$ cat src/rtl/ysyx_23060221_clint_pkg.sv
// Shared constants and FSM state types for the CLINT mtime slave.
package ysyx_23060221_clint_pkg;

    localparam logic [31:0] MTIME_LO_OFF = 32'd0;
    localparam logic [31:0] MTIME_HI_OFF = 32'd4;

    localparam logic [1:0] RESP_OKAY   = 2'b00;
    localparam logic [1:0] RESP_SLVERR = 2'b10;
    localparam logic [1:0] RESP_DECERR = 2'b11;

    typedef enum logic {
        R_IDLE,
        R_BURST
    } r_state_e;

    typedef enum logic [1:0] {
        W_IDLE,
        W_DATA,
        W_RESP
    } w_state_e;

endpackage

$ cat src/rtl/ysyx_23060221_mtime.sv
// 64-bit mtime counter with a TICK_DIV prescaler and a byte-enabled 32-bit write port.
// A write beat wins over a tick in the same cycle and restarts the prescaler.
module ysyx_23060221_mtime #(
    parameter int unsigned TICK_DIV = 1
) (
    input  logic        clk,
    input  logic        rst,
    input  logic        wr_en,
    input  logic        wr_hi,
    input  logic [3:0]  wr_strb,
    input  logic [31:0] wr_data,
    output logic [63:0] mtime
);

    logic [31:0] prescaler_q;
    logic [63:0] mtime_q;
    logic [31:0] wr_word;
    logic [63:0] mtime_wr;
    logic        tick;

    assign tick  = (prescaler_q == 32'(TICK_DIV - 1));
    assign mtime = mtime_q;

    // Merge the selected bytes of the write data into the addressed word.
    always_comb begin
        wr_word  = wr_hi ? mtime_q[63:32] : mtime_q[31:0];
        for (int b = 0; b < 4; b++) begin
            if (wr_strb[b]) wr_word[8*b +: 8] = wr_data[8*b +: 8];
        end
        mtime_wr = mtime_q;
        if (wr_hi) mtime_wr[63:32] = wr_word;
        else       mtime_wr[31:0]  = wr_word;
    end

    // Prescaler and counter update; bus write has priority over a tick.
    always_ff @(posedge clk) begin
        if (rst) begin
            prescaler_q <= '0;
            mtime_q     <= '0;
        end else if (wr_en) begin
            prescaler_q <= '0;
            mtime_q     <= mtime_wr;
        end else if (tick) begin
            prescaler_q <= '0;
            mtime_q     <= mtime_q + 64'd1;
        end else begin
            prescaler_q <= prescaler_q + 32'd1;
        end
    end

endmodule

$ cat src/rtl/ysyx_23060221_clint.sv
// CLINT AXI4 slave exposing mtime as two 32-bit words at BASE_ADDR / BASE_ADDR+4.
// Bus writes to mtime only exist when YSYX_23060221_CLINT_WRITE_EN is defined;
// otherwise write beats are swallowed and answered with SLVERR.
module ysyx_23060221_clint
    import ysyx_23060221_clint_pkg::*;
#(
    parameter logic [31:0] BASE_ADDR = 32'h0200_0000,
    parameter int unsigned TICK_DIV  = 1
) (
    input  logic        clk,
    input  logic        rst,
    input  logic        arvalid,
    output logic        arready,
    input  logic [31:0] araddr,
    input  logic [3:0]  arid,
    input  logic [7:0]  arlen,
    input  logic [2:0]  arsize,
    input  logic [1:0]  arburst,
    output logic        rvalid,
    input  logic        rready,
    output logic [31:0] rdata,
    output logic [1:0]  rresp,
    output logic        rlast,
    output logic [3:0]  rid,
    input  logic        awvalid,
    output logic        awready,
    input  logic [31:0] awaddr,
    input  logic [3:0]  awid,
    input  logic [7:0]  awlen,
    input  logic [2:0]  awsize,
    input  logic [1:0]  awburst,
    input  logic        wvalid,
    output logic        wready,
    input  logic [31:0] wdata,
    input  logic [3:0]  wstrb,
    input  logic        wlast,
    output logic        bvalid,
    input  logic        bready,
    output logic [1:0]  bresp,
    output logic [3:0]  bid
);

    r_state_e    r_state_q, r_state_d;
    logic [3:0]  r_id_q;
    logic [31:0] r_addr_q;
    logic [7:0]  r_cnt_q;
    logic [63:0] snap_q;
    w_state_e    w_state_q, w_state_d;
    logic [3:0]  w_id_q;
    logic [31:0] w_addr_q;
    logic [63:0] mtime;
    logic        ar_hs, r_hs, aw_hs, w_hs;
    logic        w_hit_lo, w_hit_hi, mt_we;
    logic [1:0]  b_code;

    // Burst type/size are fixed to 4-byte INCR; these inputs carry no information.
    logic unused_axi;
    assign unused_axi = ^{arsize, arburst, awlen, awsize, awburst};

    assign ar_hs    = arvalid && arready;
    assign r_hs     = rvalid && rready;
    assign aw_hs    = awvalid && awready;
    assign w_hs     = wvalid && wready;
    assign w_hit_lo = (w_addr_q == BASE_ADDR + MTIME_LO_OFF);
    assign w_hit_hi = (w_addr_q == BASE_ADDR + MTIME_HI_OFF);

`ifdef YSYX_23060221_CLINT_WRITE_EN
    logic w_err_q;
    assign mt_we  = w_hs && (w_hit_lo || w_hit_hi);
    assign b_code = w_err_q ? RESP_DECERR : RESP_OKAY;

    // Sticky miss flag across the beats of one write burst.
    always_ff @(posedge clk) begin
        if (rst)        w_err_q <= 1'b0;
        else if (aw_hs) w_err_q <= 1'b0;
        else if (w_hs)  w_err_q <= w_err_q | ~(w_hit_lo | w_hit_hi);
    end
`else
    logic unused_whit;
    assign unused_whit = w_hit_lo;
    assign mt_we       = 1'b0;
    assign b_code      = RESP_SLVERR;
`endif

    ysyx_23060221_mtime #(
        .TICK_DIV (TICK_DIV)
    ) u_mtime (
        .clk     (clk),
        .rst     (rst),
        .wr_en   (mt_we),
        .wr_hi   (w_hit_hi),
        .wr_strb (wstrb),
        .wr_data (wdata),
        .mtime   (mtime)
    );

    // Read channel outputs; payload is zero whenever no beat is presented.
    always_comb begin
        arready = (r_state_q == R_IDLE);
        rvalid  = (r_state_q == R_BURST);
        rlast   = rvalid && (r_cnt_q == 8'd0);
        rid     = rvalid ? r_id_q : 4'd0;
        rdata   = 32'd0;
        rresp   = RESP_OKAY;
        if (rvalid) begin
            if (r_addr_q == BASE_ADDR + MTIME_LO_OFF)      rdata = snap_q[31:0];
            else if (r_addr_q == BASE_ADDR + MTIME_HI_OFF) rdata = snap_q[63:32];
            else                                           rresp = RESP_DECERR;
        end
    end

    // Read FSM next state.
    always_comb begin
        r_state_d = r_state_q;
        unique case (r_state_q)
            R_IDLE:  if (ar_hs) r_state_d = R_BURST;
            R_BURST: if (r_hs && rlast) r_state_d = R_IDLE;
            default: r_state_d = R_IDLE;
        endcase
    end

    // Read state and burst context; the whole burst is served from one snapshot.
    always_ff @(posedge clk) begin
        if (rst) begin
            r_state_q <= R_IDLE;
            r_id_q    <= '0;
            r_addr_q  <= '0;
            r_cnt_q   <= '0;
            snap_q    <= '0;
        end else begin
            r_state_q <= r_state_d;
            if (ar_hs) begin
                r_id_q   <= arid;
                r_addr_q <= araddr;
                r_cnt_q  <= arlen;
                snap_q   <= mtime;
            end else if (r_hs && !rlast) begin
                r_cnt_q  <= r_cnt_q - 8'd1;
                r_addr_q <= r_addr_q + 32'd4;
            end
        end
    end

    // Write channel outputs.
    always_comb begin
        awready = (w_state_q == W_IDLE);
        wready  = (w_state_q == W_DATA);
        bvalid  = (w_state_q == W_RESP);
        bid     = bvalid ? w_id_q : 4'd0;
        bresp   = bvalid ? b_code : RESP_OKAY;
    end

    // Write FSM next state.
    always_comb begin
        w_state_d = w_state_q;
        unique case (w_state_q)
            W_IDLE:  if (aw_hs) w_state_d = W_DATA;
            W_DATA:  if (w_hs && wlast) w_state_d = W_RESP;
            W_RESP:  if (bready) w_state_d = W_IDLE;
            default: w_state_d = W_IDLE;
        endcase
    end

    // Write state, ID and running beat address.
    always_ff @(posedge clk) begin
        if (rst) begin
            w_state_q <= W_IDLE;
            w_id_q    <= '0;
            w_addr_q  <= '0;
        end else begin
            w_state_q <= w_state_d;
            if (aw_hs) begin
                w_id_q   <= awid;
                w_addr_q <= awaddr;
            end else if (w_hs) begin
                w_addr_q <= w_addr_q + 32'd4;
            end
        end
    end

endmodule

$ cat config.mk
export PLATFORM = sky130hd
export DESIGN_NAME = ysyx_23060221_clint
export DESIGN_NICKNAME = d
export VERILOG_FILES = /design/src/rtl/ysyx_23060221_clint_pkg.sv /design/src/rtl/ysyx_23060221_mtime.sv /design/src/rtl/ysyx_23060221_clint.sv
export SDC_FILE = /design/constraint.sdc
export NUM_CORES = 1
export LEC_CHECK = 0
export CAP_MARGIN = 5
export CORE_ASPECT_RATIO = 1.2
export CORE_UTILIZATION = 28
export CTS_CLUSTER_DIAMETER = 100
export DETAILED_ROUTE_END_ITERATION = 16
export PLACE_DENSITY = 0.51
export SETUP_SLACK_MARGIN = 0.3
export SLEW_MARGIN = 10
export SYNTH_ARGS = -nofsm -noshare
export SYNTH_HDL_FRONTEND = slang
export SYNTH_SLANG_ARGS = --single-unit
$ cat constraint.sdc
create_clock -name clk -period 3.1 [get_ports clk]
set_input_delay 0.62 -clock clk [delete_from_list [all_inputs] [get_ports clk]]
set_output_delay 0.62 -clock clk [all_outputs]
set_load 0.01 [all_outputs]
==> results.md, run 1 <==
| Group | Quantity | Value |
| --- | --- | --- |
| clock network | Latest clock arrival within the worst-skew pair | 530 ps |
| clock network | CTS H-Tree Depth | 1 |
| setup path | Reg-to-reg critical path startpoint | u_mtime.prescaler_q[0]$_SDFF_PP0_ |
| global route | Overflow left after global routing | 0 |
| die | Die Footprint | 37,100 sq um |
| drt | Routed wirelength normalized by instance count | 16.2 um |
| clock network | Master cell of the clock root buffer | sky130_fd_sc_hd__clkbuf_16 |
| drt | DRC violations left | 0 |
| timing | Final setup margin | -157 ps |
| clock network | Clock tree sinks | 211 |
| global route | Pin count of the biggest net entering global routing | 60 |
| status | Failing checks | setup timing |
| yosys | Count leader, synth | sky130_fd_sc_hd__dfxtp_1 |
| setup path | Largest fanout on the critical path | 16 |
| timing | Slew @ Worst Pin | 682 ps |
| clock network | Cts bufs inserted | 26 |
| die | Die boundary height | 211 um |
| yosys | Dominant synthesized flop cell | sky130_fd_sc_hd__dfxtp_1 |
| layout | Register area | 4230 sq um |
| yosys | Main combinational cell family by area after synthesis | simple AND/OR/NAND/NOR gates |
| setup path | Top delay family on crit path | buffers and inverters |
| die | Starting utilization of the core area | 0.284 |
| yosys | Syn nets | 1,451 |
| timing | Fraction of the cycle the final worst path needs | 1.05 |
| power | Sequential Power Share | 0.453 |
| clock network | CTS tree | yes |
| timing | Final worst clock skew | 11.3 ps |
| layout | Share of final-layout standard cells stronger than drive strength 1 | 0.123 |
| hold path | Min-Delay Path Class | register to register |
| setup path | Endpoint arrival time on the critical path | 2640 ps |
| yosys | Cell Area, Synth | 10,200 sq um |
| setup path | CP max stage delay | 340 ps |
| drt | Detailed-routing iteration count for the pre-antenna-repair pass | 4 |
| yosys | Share of the yosys chip area belonging to registers | 0.415 |
| setup path | Ordered list of cells on the worst path | nor4_4, buf_4, nand4_1, buf_4, nor3_4, buf_4, buf_12, a22oi_1, nor2_1, buf_2 |
| drt | Average vias per placed instance | 5.09 |
| setup path | Flop2flop setup slack | 550 ps |
| yosys | Post-synth top cells | 211 x sky130_fd_sc_hd__dfxtp_1, 195 x sky130_fd_sc_hd__nand2_1, 150 x sky130_fd_sc_hd__nor2_1 |
| power | Sw Pwr | 1470 uW |
| power | Static power due to leakage | 0.00412 uW |
| layout | Final nets | 1,560 |
| timing | Max Fclk | 0.307 GHz |
| yosys | Avg Inst Size Synth | 7.82 sq um |
| placed design | PortBufs | 104 |
| yosys | Cell type with the highest aggregate area in the netlist | sky130_fd_sc_hd__dfxtp_1 |
| die | Die width | 176 um |
| timing | Hold WS | 448 ps |
| setup path | Worst Path Required | 2480 ps |
| clock network | Buffer depth of the longest clock path | 3 |
| power | Combinational fraction of design power | 0.083 |
| power | Clock share of power | 0.464 |
| power | Switching part of the total power | 0.235 |
| drt | Number of routed nets with antenna violations | 0 |
| drt | Vias | 9,639 |
| power | Power per Cell Area | 484 nW/um^2 |
| global route | Wire length of the first global-routing pass | 49,500 um |
| yosys | Synth Register Bits | 211 |
| yosys | Share of Yosys cell area claimed by the top area cell type | 0.415 |
| die | Placeable core region | 35,800 sq um |
| yosys | Adder and majority cell fraction of the synthesized area | 0.00984 |
| layout | Final Util | 0.360 |
| setup path | Critical path's most frequent cell | sky130_fd_sc_hd__buf_4 |
| timing | Final setup violation count | 32 |
| layout | Growth of design area from synthesis to finish | 26.9% |
| timing | Final Hold Vio Count | 0 |
| layout | Antenna Cells | 0 |
| hold path | Worst Hold End | r_id_q[0]$_SDFFE_PP0P_ |
| die | Num ports | 192 |
| power | Peak ir drop on the vdd network | 292 uV |
| yosys | Fraction of the mapped netlist area in simple logic gates | 0.314 |
| yosys | Area fraction in compound gates after synthesis | 0.142 |
| setup path | CP max stage cell | sky130_fd_sc_hd__dfxtp_2 |
| yosys | Async set or reset register ratio after synthesis | 0 |
| hold path | Hold_sp | r_id_q[0]$_SDFFE_PP0P_ |
| flow run | Maxcap violations | 0 |
| layout | Total area of multi-input combinational cells | 5650 sq um |
| yosys | Area contributors post-synth | sky130_fd_sc_hd__dfxtp_1 42%, sky130_fd_sc_hd__nand2_1 7.2%, sky130_fd_sc_hd__a21oi_1 5.8% |
| yosys | Synth cell types | 50 |
| setup path | Setup Crit Path Kind | register to output pin |
| drt | Starting DRT DRC Count | 541 |
| yosys | Number of enable-type register cells in the synthesized netlist | 0 |
| yosys | Xor/xnor share of the synthesized area | 0.0637 |
| setup path | Worst R2R Path Depth | 8 |
| drt | Wire length after detailed routing | 30,700 um |
| setup path | Number of buffer and inverter stages on the critical path | 5 |
| global route | Tot GR Track Use | 0.165 |
| setup path | Kind of end point of the critical path | output pin |
| setup path | Depth of the critical timing path with buffers and inverters included | 10 |
| hold path | Depth of the worst hold-timing path | 2 |
| global route | Initial antenna violation count | 1 |
| timing | Minimum clock period after layout | 3260 ps |
| setup path | Crit path launch type | register |
| clock network | Clk pin slew, worst setup/hold paths | 50 ps |
| placed design | Dpl hpwl | 21,300 um |
| yosys | Portion of netlist area occupied by mux cells | 0.0105 |
| die | Rows | 76 |
| timing | Rel. slew slack | 0.541 |
| setup path | Worst R2R End | u_mtime.mtime[51]$_SDFFE_PP0N_ |
| power | Internal power | 4770 uW |
| global route | Number of global-route vias before repair | 9,268 |
| status | Status | complete, but fails checks |
| timing | RSZ-0062 raised after global routing | yes |
| layout | Number of fill cells | 3,770 |
| yosys | Gate Count Post-Synth | 1,301 |
| placed design | Routability congestion estimate from global placement | 0.809 |
| timing | Fin. max-slew vios | 0 |
| yosys | Ys Warns | 0 |
## cells in the final DEF (no fill, tap or decap), types with 15 or more instances in the layout
master                            count
sky130_fd_sc_hd__a211oi_1            30
sky130_fd_sc_hd__a21oi_1            117
sky130_fd_sc_hd__a22oi_1             15
sky130_fd_sc_hd__a22oi_2             17
sky130_fd_sc_hd__and2_1              15
sky130_fd_sc_hd__and3_1              15
sky130_fd_sc_hd__and4_1              17
sky130_fd_sc_hd__buf_2               32
sky130_fd_sc_hd__buf_4               53
sky130_fd_sc_hd__clkbuf_16           27
sky130_fd_sc_hd__clkdlybuf4s50_1     69
sky130_fd_sc_hd__dfxtp_1            210
sky130_fd_sc_hd__inv_1               24
sky130_fd_sc_hd__nand2_1            195
sky130_fd_sc_hd__nand3_1             52
sky130_fd_sc_hd__nand4_1             56
sky130_fd_sc_hd__nor2_1             150
sky130_fd_sc_hd__nor3_1              25
sky130_fd_sc_hd__nor4_1              45
sky130_fd_sc_hd__o21ai_0             22
sky130_fd_sc_hd__o31ai_1             15
sky130_fd_sc_hd__or3_1               28
sky130_fd_sc_hd__or4_1               20
sky130_fd_sc_hd__xnor2_1             57
sky130_fd_sc_hd__xor2_1              17
## cell families (layout without fill, tap and decap cells)
kind of cell,Yosys count,count (layout)
other,1,1
xor gates and xnor gates,74,74
AOI/OAI and AO/OA,236,236
buffers and inverters,113,237
muxes,10,10
adders and majority gates,8,8
DFF,211,211
and+or+nand+nor,648,648
## per-layer routing
metal | GRT usage | vias up | part of all wire
li1 | - | 4859 | -
met2 | 0.299 | 206 | 0.50
met4 | 0.0501 | 2 | 0.020
met3 | 0.0230 | 35 | 0.043
met5 | 0 | - | 0.00042
met1 | 0.200 | 4537 | 0.43
## state kept, by name (all words and copies together), names as in the netlist
register             flops
r_addr_q                32
r_cnt_q                  8
r_id_q                   4
rvalid                   1
snap_q                  64
u_mtime.mtime           64
u_mtime.prescaler_q     32
w_id_q                   4
w_state_q                2
## worst max-delay path by stage
stage,from,to
6_report,r_addr_q[20]$_SDFFE_PP0P_,rdata[11]
4_1_cts,r_addr_q[19]$_SDFFE_PP0P_,rdata[1]
5_1_grt,r_addr_q[20]$_SDFFE_PP0P_,rdata[11]
2_1_floorplan,r_addr_q[24]$_SDFFE_PP0P_,rdata[10]
3_3_place_gp,r_addr_q[19]$_SDFFE_PP0P_,rdata[11]
3_5_place_dp,r_addr_q[19]$_SDFFE_PP0P_,rdata[11]
## what timing repair did
action / CTS / global route
endpoints found under the setup margin: 34 / 35
resized for setup: 135 / 39
hold buffers: 0 / 0
cloned: 4 / 0
setup buffers: 4 / 0
pin swaps: 5 / 10
## worst reg2reg max path, delay by kind of cell (launching register included)
kind,cells,cell delay [ps]
simple gates,4,1550
buf+inv,2,300
flops,1,350
compound gates,1,150
fa+ha+maj,1,130
## layout make-up
type | count | share of cell area
inverter | 25 | 0.00727
sequential | 211 | 0.328
clock inverter | 3 | 0.00116
timing repair buffer | 169 | 0.119
multi-input combinational | 977 | 0.438
tap | 468 | 0.0454
clock buffer | 40 | 0.0624
## metrics by stage
step	cell area, sq um	total power (uW)	setup slack [ps]	std cells	TNS [ps]
2_1_floorplan	10200	3160	419	1301	0
5_1_grt	12900	6530	-295	1893	-7150
6_report	12900	6240	-157	1893	-2530
4_1_cts	12900	6330	-248	1893	-5610
3_3_place_gp	12000	3400	-72.4	1842	-201
3_5_place_dp	12000	3400	-39.7	1842	-56.3
## power groups by stage
stage	clock, uW	combinational [uW]	sequential [uW]
after global placement	0	513	2880
final	2890	518	2830
after global routing	3120	574	2840
after CTS	2990	522	2830
after detailed placement	0	515	2880
after floorplan	0	275	2880
No activity file was read; power rests on OpenSTA's default activity.
==> inputs of run 2 (changes only) <==
--- a/config.mk
+++ b/config.mk
@@ -11,6 +11,7 @@
 export CTS_CLUSTER_DIAMETER = 100
 export DETAILED_ROUTE_END_ITERATION = 16
 export PLACE_DENSITY = 0.51
+export REMOVE_ABC_BUFFERS = 1
 export SETUP_SLACK_MARGIN = 0.3
 export SLEW_MARGIN = 10
 export SYNTH_ARGS = -nofsm -noshare
==> results.md, run 2 (same netlist as run 1, synthesis figures left out) <==
| Group | Quantity | Value | Change |
| --- | --- | --- | --- |
| status | Status | complete, but fails checks |  |
| status | Failing checks | setup timing |  |
| clock network | Clock tree sinks | 211 | unchanged |
| hold path | Hold_sp | r_id_q[1]$_SDFFE_PP0P_ |  |
| die | Die Footprint | 37,100 sq um | unchanged |
| drt | Average vias per placed instance | 5.11 | +0.30% |
| layout | Final Util | 0.365 | +0.00523 |
| setup path | Reg-to-reg critical path startpoint | u_mtime.prescaler_q[23]$_SDFF_PP0_ |  |
| timing | Max Fclk | 0.316 GHz | +2.8% |
| layout | Fin cells | 1,900 | +0.37% |
| timing | Slew @ Worst Pin | 717 ps | +34.9 ps |
| timing | Final worst clock skew | 20.7 ps | +9.41 ps |
| placed design | Dpl hpwl | 20,700 um | -2.8% |
| timing | Final setup margin | -68.0 ps | +89.0 ps |
| layout | Top library cells by usage in the layout, fill and taps aside | 209 x sky130_fd_sc_hd__dfxtp_1, 195 x sky130_fd_sc_hd__nand2_1, 143 x sky130_fd_sc_hd__nor2_1, 117 x sky130_fd_sc_hd__a21oi_1, 69 x sky130_fd_sc_hd__clkdlybuf4s50_1 |  |
| layout | Number of fill cells | 3,710 | -1.6% |
| die | Placeable core region | 35,800 sq um | unchanged |
| global route | Tot GR Track Use | 0.163 | -0.00263 |
| die | Die width | 176 um | unchanged |
| drt | Detailed-routing iteration count for the pre-antenna-repair pass | 5 | +1 |
| placed design | Routability congestion estimate from global placement | 0.814 | +0.64% |
| flow run | Maxcap violations | 0 | unchanged |
| drt | Number of routed nets with antenna violations | 0 | unchanged |
| global route | Overflow left after global routing | 0 | unchanged |
| die | Rows | 76 | unchanged |
| setup path | Endpoint arrival time on the critical path | 2550 ps | -90 ps |
| drt | Starting DRT DRC Count | 588 | +8.7% |
| hold path | Depth of the worst hold-timing path | 2 | unchanged |
| setup path | Worst R2R End | u_mtime.mtime[63]$_SDFFE_PP0N_ |  |
| setup path | Worst R2R Path Depth | 7 | -1 |
| power | Static power due to leakage | 0.00418 uW | +1.5% |
| timing | Fin. max-slew vios | 0 | unchanged |
| setup path | Setup Crit Path Kind | register to output pin |  |
| drt | Routed wirelength normalized by instance count | 16.4 um | +1.5% |
| drt | Wire length after detailed routing | 31,200 um | +1.9% |
| placed design | PortBufs | 104 | unchanged |
| timing | Hold WS | 450 ps | +2.30 ps |
| timing | Final setup violation count | 22 | -31% |
| clock network | Latest clock arrival within the worst-skew pair | 530 ps | about the same |
| global route | Wire length of the first global-routing pass | 48,800 um | -1.5% |
| hold path | Worst Hold End | r_id_q[1]$_SDFFE_PP0P_ |  |
| timing | Final Hold Vio Count | 0 | unchanged |
| timing | RSZ-0062 raised after global routing | yes |  |
| setup path | Largest fanout on the critical path | 8 | -8 |
| drt | Vias | 9,704 | +0.67% |
| clock network | Clk pin slew, worst setup/hold paths | 60 ps | about the same |
| die | Die boundary height | 211 um | unchanged |
| drt | DRC violations left | 0 | unchanged |
| timing | Fraction of the cycle the final worst path needs | 1.02 | -0.0287 |
| setup path | Worst Path Required | 2480 ps | about the same |
| clock network | CTS H-Tree Depth | 1 | unchanged |
| die | Num ports | 192 | unchanged |
| layout | Antenna Cells | 0 | unchanged |
| layout | Share of final-layout standard cells stronger than drive strength 1 | 0.140 | +0.0169 |
| timing | Minimum clock period after layout | 3170 ps | -89.0 ps |
| clock network | Buffer depth of the longest clock path | 3 | unchanged |
| timing | Rel. slew slack | 0.522 | -0.0195 |
| layout | Final nets | 1,565 | +0.32% |
| global route | Pin count of the biggest net entering global routing | 66 | +10% |
| layout | Growth of design area from synthesis to finish | 28.7% |  |
| global route | Number of global-route vias before repair | 9,114 | -1.7% |
| layout | Register area | 4230 sq um | about the same |
| hold path | Min-Delay Path Class | register to register |  |
| setup path | Crit path launch type | register |  |
| clock network | CTS Hold Bufs | 0 | unchanged |
| setup path | Flop2flop setup slack | 410 ps | -140 ps |
| clock network | CTS tree | yes |  |
| clock network | Master cell of the clock root buffer | sky130_fd_sc_hd__clkbuf_16 |  |
| die | Starting utilization of the core area | 0.284 | unchanged |
| layout | Design area | 13,100 sq um | +1.5% |
| placed design | Post-placement cell area | 12,000 sq um | about the same |
| power | Power per Cell Area | 492 nW/um^2 | +1.7% |
| placed design | Number of cells after detailed placement | 1,843 | +0.054% |
| layout | Total area of multi-input combinational cells | 5710 sq um | +1.1% |
| clock network | Cts bufs inserted | 25 | -3.8% |
| setup path | Kind of end point of the critical path | output pin |  |
| power | Peak ir drop on the vdd network | 337 uV | +16% |
| layout | Most common cell after layout, fill and taps aside | sky130_fd_sc_hd__dfxtp_1 |  |
| global route | Initial antenna violation count | 0 | -1 |
==> run 2: cell count changes in the layout (fill, tap and decap cells not counted), sizes merged <==
cell	before	now
inv	24	25
clkdlybuf4s15	1	2
clkbuf	40	36
buf	99	101
clkinv	4	7
bufinv	0	4
==> run 2: critical path, stage by stage, from the launching register on <==
cell,delay [ps]
sky130_fd_sc_hd__dfxtp_1,340
sky130_fd_sc_hd__nor4_1,310
sky130_fd_sc_hd__nand4_1,120
sky130_fd_sc_hd__buf_4,180
sky130_fd_sc_hd__nor4b_4,290
sky130_fd_sc_hd__buf_6,210
sky130_fd_sc_hd__buf_12,160
sky130_fd_sc_hd__a22oi_2,80
sky130_fd_sc_hd__nor2_1,160
sky130_fd_sc_hd__buf_2,160
==> run 2: area by class of cell <==
| type | instances | share of cell area |
|---|---|---|
| repair buffers | 175 | 0.124 |
| inverters | 25 | 0.00717 |
| well taps | 468 | 0.0447 |
| multi-input cells | 977 | 0.436 |
| clock inverters | 11 | 0.0121 |
| flip-flops and latches | 211 | 0.323 |
| clock buffers | 33 | 0.0531 |
==> run 2: layer usage <==
metal,part of all wire,track usage,vias to the layer above
met3,0.040,0.0202,53
li1,-,-,4858
met1,0.45,0.203,4576
met4,0.025,0.0507,0
met2,0.49,0.288,217
met5,0,0,-
==> run 2: power breakdown <==
group          switching (uW)  internal, uW  leakage [uW]  total [uW]
Sequential               55.1          2770       0.00171        2830
Clock                    1180          1900      0.000426        3090
Combinational             285           239       0.00204         524
==> run 2: timing repair <==
| item | in CTS | in global routing |
|---|---|---|
| pin swaps | 9 | 27 |
| cloned | 3 | 2 |
| setup buffers | 6 | 2 |
| setup endpoints to repair | 35 | 43 |
| resized for setup | 148 | 46 |
==> run 2: how the worst max path moves through the flow <==
| stage | slack (ps) | cells after the start | from | to |
|---|---|---|---|---|
| floorplan | -1470 | 5 | r_addr_q[24]$_SDFFE_PP0P_ | rdata[0] |
| global placement | -70 | 9 | r_addr_q[24]$_SDFFE_PP0P_ | rdata[2] |
| detailed placement | -40 | 9 | r_addr_q[24]$_SDFFE_PP0P_ | rdata[2] |
| CTS | -210 | 11 | r_addr_q[24]$_SDFFE_PP0P_ | rdata[28] |
| global route | -170 | 9 | r_addr_q[8]$_SDFFE_PP0P_ | rdata[0] |
| finish | -70 | 9 | r_addr_q[8]$_SDFFE_PP0P_ | rdata[1] |
==> run 2: stage by stage <==
stage / setup slack [ps] / setup TNS, ps / total power [uW]
finish: -68.0 / -849 / 6440
global route: -168 / -4190 / 6680
CTS: -208 / -3900 / 6520
detailed placement: -40.0 / -129 / 3390
global placement: -68.4 / -487 / 3390
floorplan: -1470 / -91270 / 3110
==> inputs of run 3 (changes only) <==
--- a/config.mk
+++ b/config.mk
@@ -6,14 +6,17 @@
 export NUM_CORES = 1
 export LEC_CHECK = 0
 export CAP_MARGIN = 5
+export CELL_PAD_IN_SITES_DETAIL_PLACEMENT = 0
+export CELL_PAD_IN_SITES_GLOBAL_PLACEMENT = 1
 export CORE_ASPECT_RATIO = 1.2
 export CORE_UTILIZATION = 28
 export CTS_CLUSTER_DIAMETER = 100
 export DETAILED_ROUTE_END_ITERATION = 16
-export PLACE_DENSITY = 0.51
+export PLACE_DENSITY = 0.65
 export REMOVE_ABC_BUFFERS = 1
 export SETUP_SLACK_MARGIN = 0.3
 export SLEW_MARGIN = 10
 export SYNTH_ARGS = -nofsm -noshare
 export SYNTH_HDL_FRONTEND = slang
 export SYNTH_SLANG_ARGS = --single-unit
+export TNS_END_PERCENT = 1
==> results.md, run 3 (same netlist as run 1, synthesis figures left out) <==
| Group | Quantity | Value | Change |
| --- | --- | --- | --- |
| status | Status | complete, but fails checks |  |
| status | Failing checks | setup timing |  |
| global route | Wire length of the first global-routing pass | 48,500 um | -0.51% |
| placed design | PortBufs | 104 | unchanged |
| layout | Number of fill cells | 3,759 | +1.3% |
| layout | Most common cell after layout, fill and taps aside | sky130_fd_sc_hd__dfxtp_1 |  |
| clock network | Clock tree sinks | 211 | unchanged |
| layout | Growth of design area from synthesis to finish | 28.6% | about the same |
| timing | Final setup margin | -42.0 ps | +26.0 ps |
| clock network | Latest clock arrival within the worst-skew pair | 540 ps | about the same |
| global route | Overflow left after global routing | 0 | unchanged |
| timing | Final Hold Vio Count | 0 | unchanged |
| global route | Tot GR Track Use | 0.160 | -0.00250 |
| die | Die width | 176 um | unchanged |
| timing | Fin. max-slew vios | 0 | unchanged |
| setup path | Endpoint arrival time on the critical path | 2520 ps | -30 ps |
| die | Num ports | 192 | unchanged |
| power | Power per Cell Area | 481 nW/um^2 | -2.3% |
| setup path | CP max stage delay | 360 ps | +20 ps |
| hold path | Min-Delay Path Class | register to register |  |
| timing | Hold WS | 453 ps | +2.75 ps |
| layout | Final Util | 0.365 | about the same |
| global route | Number of global-route vias before repair | 9,292 | +2.0% |
| timing | Fraction of the cycle the final worst path needs | 1.01 | -0.00839 |
| placed design | Dpl hpwl | 21,000 um | +1.5% |
| clock network | Buffer depth of the longest clock path | 3 | unchanged |
| setup path | Crit path launch type | register |  |
| drt | Routed wirelength normalized by instance count | 16.4 um | -0.25% |
| drt | Starting DRT DRC Count | 483 | -18% |
| clock network | CTS tree | yes |  |
| die | Die boundary height | 211 um | unchanged |
| clock network | CTS Hold Bufs | 0 | unchanged |
| timing | Final setup TNS | -434 ps | +415 ps |
| power | Peak ir drop on the vdd network | 387 uV | +15% |
| drt | Average vias per placed instance | 5.06 | -0.85% |
| layout | Final nets | 1,562 | -0.19% |
| setup path | Largest fanout on the critical path | 8 | unchanged |
| clock network | Cts bufs inserted | 25 | unchanged |
| die | Placeable core region | 35,800 sq um | unchanged |
| placed design | Routability congestion estimate from global placement | 0.810 | -0.47% |
| drt | Vias | 9,611 | -0.96% |
| die | Die Footprint | 37,100 sq um | unchanged |
| drt | Wire length after detailed routing | 31,100 um | -0.35% |
| drt | Number of routed nets with antenna violations | 0 | unchanged |
| layout | Top library cells by usage in the layout, fill and taps aside | 203 x sky130_fd_sc_hd__dfxtp_1, 195 x sky130_fd_sc_hd__nand2_1, 149 x sky130_fd_sc_hd__nor2_1, 117 x sky130_fd_sc_hd__a21oi_1, 68 x sky130_fd_sc_hd__clkdlybuf4s50_1 |  |
| die | Rows | 76 | unchanged |
| timing | Slew @ Worst Pin | 723 ps | +6.13 ps |
| timing | Minimum clock period after layout | 3140 ps | -26.0 ps |
| setup path | Ordered list of cells on the worst path | nor4_4, nand4_1, buf_4, nor3_4, buf_6, buf_12, a22oi_2, nor2_1, buf_2 |  |
| clock network | CTS H-Tree Depth | 1 | unchanged |
| drt | DRC violations left | 0 | unchanged |
| setup path | CP max stage cell | sky130_fd_sc_hd__dfxtp_4 |  |
| timing | Final worst clock skew | 20.0 ps | -0.669 ps |
| die | Starting utilization of the core area | 0.284 | unchanged |
| layout | Antenna Cells | 0 | unchanged |
| placed design | Number of cells after detailed placement | 1,842 | -0.054% |
| setup path | Setup Crit Path Kind | register to output pin |  |
| setup path | Kind of end point of the critical path | output pin |  |
| flow run | Maxcap violations | 0 | unchanged |
| drt | Detailed-routing iteration count for the pre-antenna-repair pass | 5 | unchanged |
| timing | Final setup violation count | 21 | -4.5% |
| setup path | Worst Path Required | 2480 ps | about the same |
| timing | Max Fclk | 0.318 GHz | +0.83% |
| timing | RSZ-0062 raised after global routing | yes |  |
| layout | Share of final-layout standard cells stronger than drive strength 1 | 0.141 | +0.00159 |
| global route | Pin count of the biggest net entering global routing | 64 | -3.0% |
| clock network | Clk pin slew, worst setup/hold paths | 60 ps | about the same |
| clock network | Master cell of the clock root buffer | sky130_fd_sc_hd__clkbuf_16 |  |
| power | Static power due to leakage | 0.00419 uW | +0.35% |
| global route | Initial antenna violation count | 0 | unchanged |
| timing | Rel. slew slack | 0.518 | -0.00409 |
| layout | Fin cells | 1,898 | -0.11% |
[run 3: changes by cell type in the layout (fill, tap and decap cells not counted), moves of 3 or more]
| cell | before | now |
|---|---|---|
| sky130_fd_sc_hd__nor4_1 | 44 | 39 |
| sky130_fd_sc_hd__dfxtp_2 | 2 | 7 |
| sky130_fd_sc_hd__a22oi_2 | 23 | 26 |
| sky130_fd_sc_hd__a22oi_1 | 9 | 6 |
| sky130_fd_sc_hd__nor2_2 | 7 | 1 |
| sky130_fd_sc_hd__dfxtp_1 | 209 | 203 |
| sky130_fd_sc_hd__nor4_4 | 0 | 3 |
| sky130_fd_sc_hd__nor2_1 | 143 | 149 |
[run 3: final cells by class]
| type | instances | area (sq um) | share of cell area |
|---|---|---|---|
| Clock buffer | 35 | 703 | 0.0538 |
| Clock inverter | 10 | 104 | 0.00794 |
| Inverter | 25 | 93.8 | 0.00718 |
| Multi-Input combinational cell | 977 | 5770 | 0.441 |
| Sequential cell | 211 | 4240 | 0.324 |
| Tap cell | 468 | 586 | 0.0448 |
| Timing Repair Buffer | 172 | 1580 | 0.121 |
[run 3: path summary, 6_finish.rpt]
kind | from | endpoint | slack (ps) | cells past startpoint
hold / removal | r_id_q[2]$_SDFFE_PP0P_ | r_id_q[2]$_SDFFE_PP0P_ | 450 | 2
hold reg to reg | r_id_q[2]$_SDFFE_PP0P_ | r_id_q[2]$_SDFFE_PP0P_ | 450 | 2
setup / recovery | r_addr_q[16]$_SDFFE_PP0P_ | rdata[12] | -40 | 9
setup reg to reg | u_mtime.prescaler_q[4]$_SDFF_PP0_ | u_mtime.mtime[59]$_SDFFE_PP0N_ | 540 | 7
[run 3: repair_timing]
item	4_1_cts	5_1_grt
endpoints found under the setup margin	35	49
gates resized for setup	131	64
pin swaps	8	15
buffers inserted	0	7
gates cloned	0	4
[run 3: report_power, final]
group          internal (uW)  leakage, uW  switching [uW]
clock                   1740     0.000404            1170
sequential              2780      0.00171            66.7
combinational            247      0.00207             280
total                   4760      0.00419            1520
[run 3: layer usage]
metal	GRT usage	part of all wire	vias to the layer above
met1	0.204	0.45	4545
met5	0	0	-
li1	-	-	4858
met4	0.0429	0.017	0
met3	0.0212	0.040	44
met2	0.282	0.49	164
[run 3: metrics by stage]
stage          area [sq um]  setup slack (ps)  total power [uW]
2_1_floorplan          9810             -1470              3110
3_3_place_gp          12000             -82.4              3400
3_5_place_dp          12000              -100              3400
4_1_cts               12700              -116              6370
5_1_grt               13100              -185              6550
6_report              13100             -42.0              6290
[run 3: worst max-delay path, delay by kind of cell, from the launching register on]
kind	cells	cell delay, ps
AOI/OAI and AO/OA	1	50
buffers and inverters	4	720
and+or+nand+nor	4	860
DFF	1	360
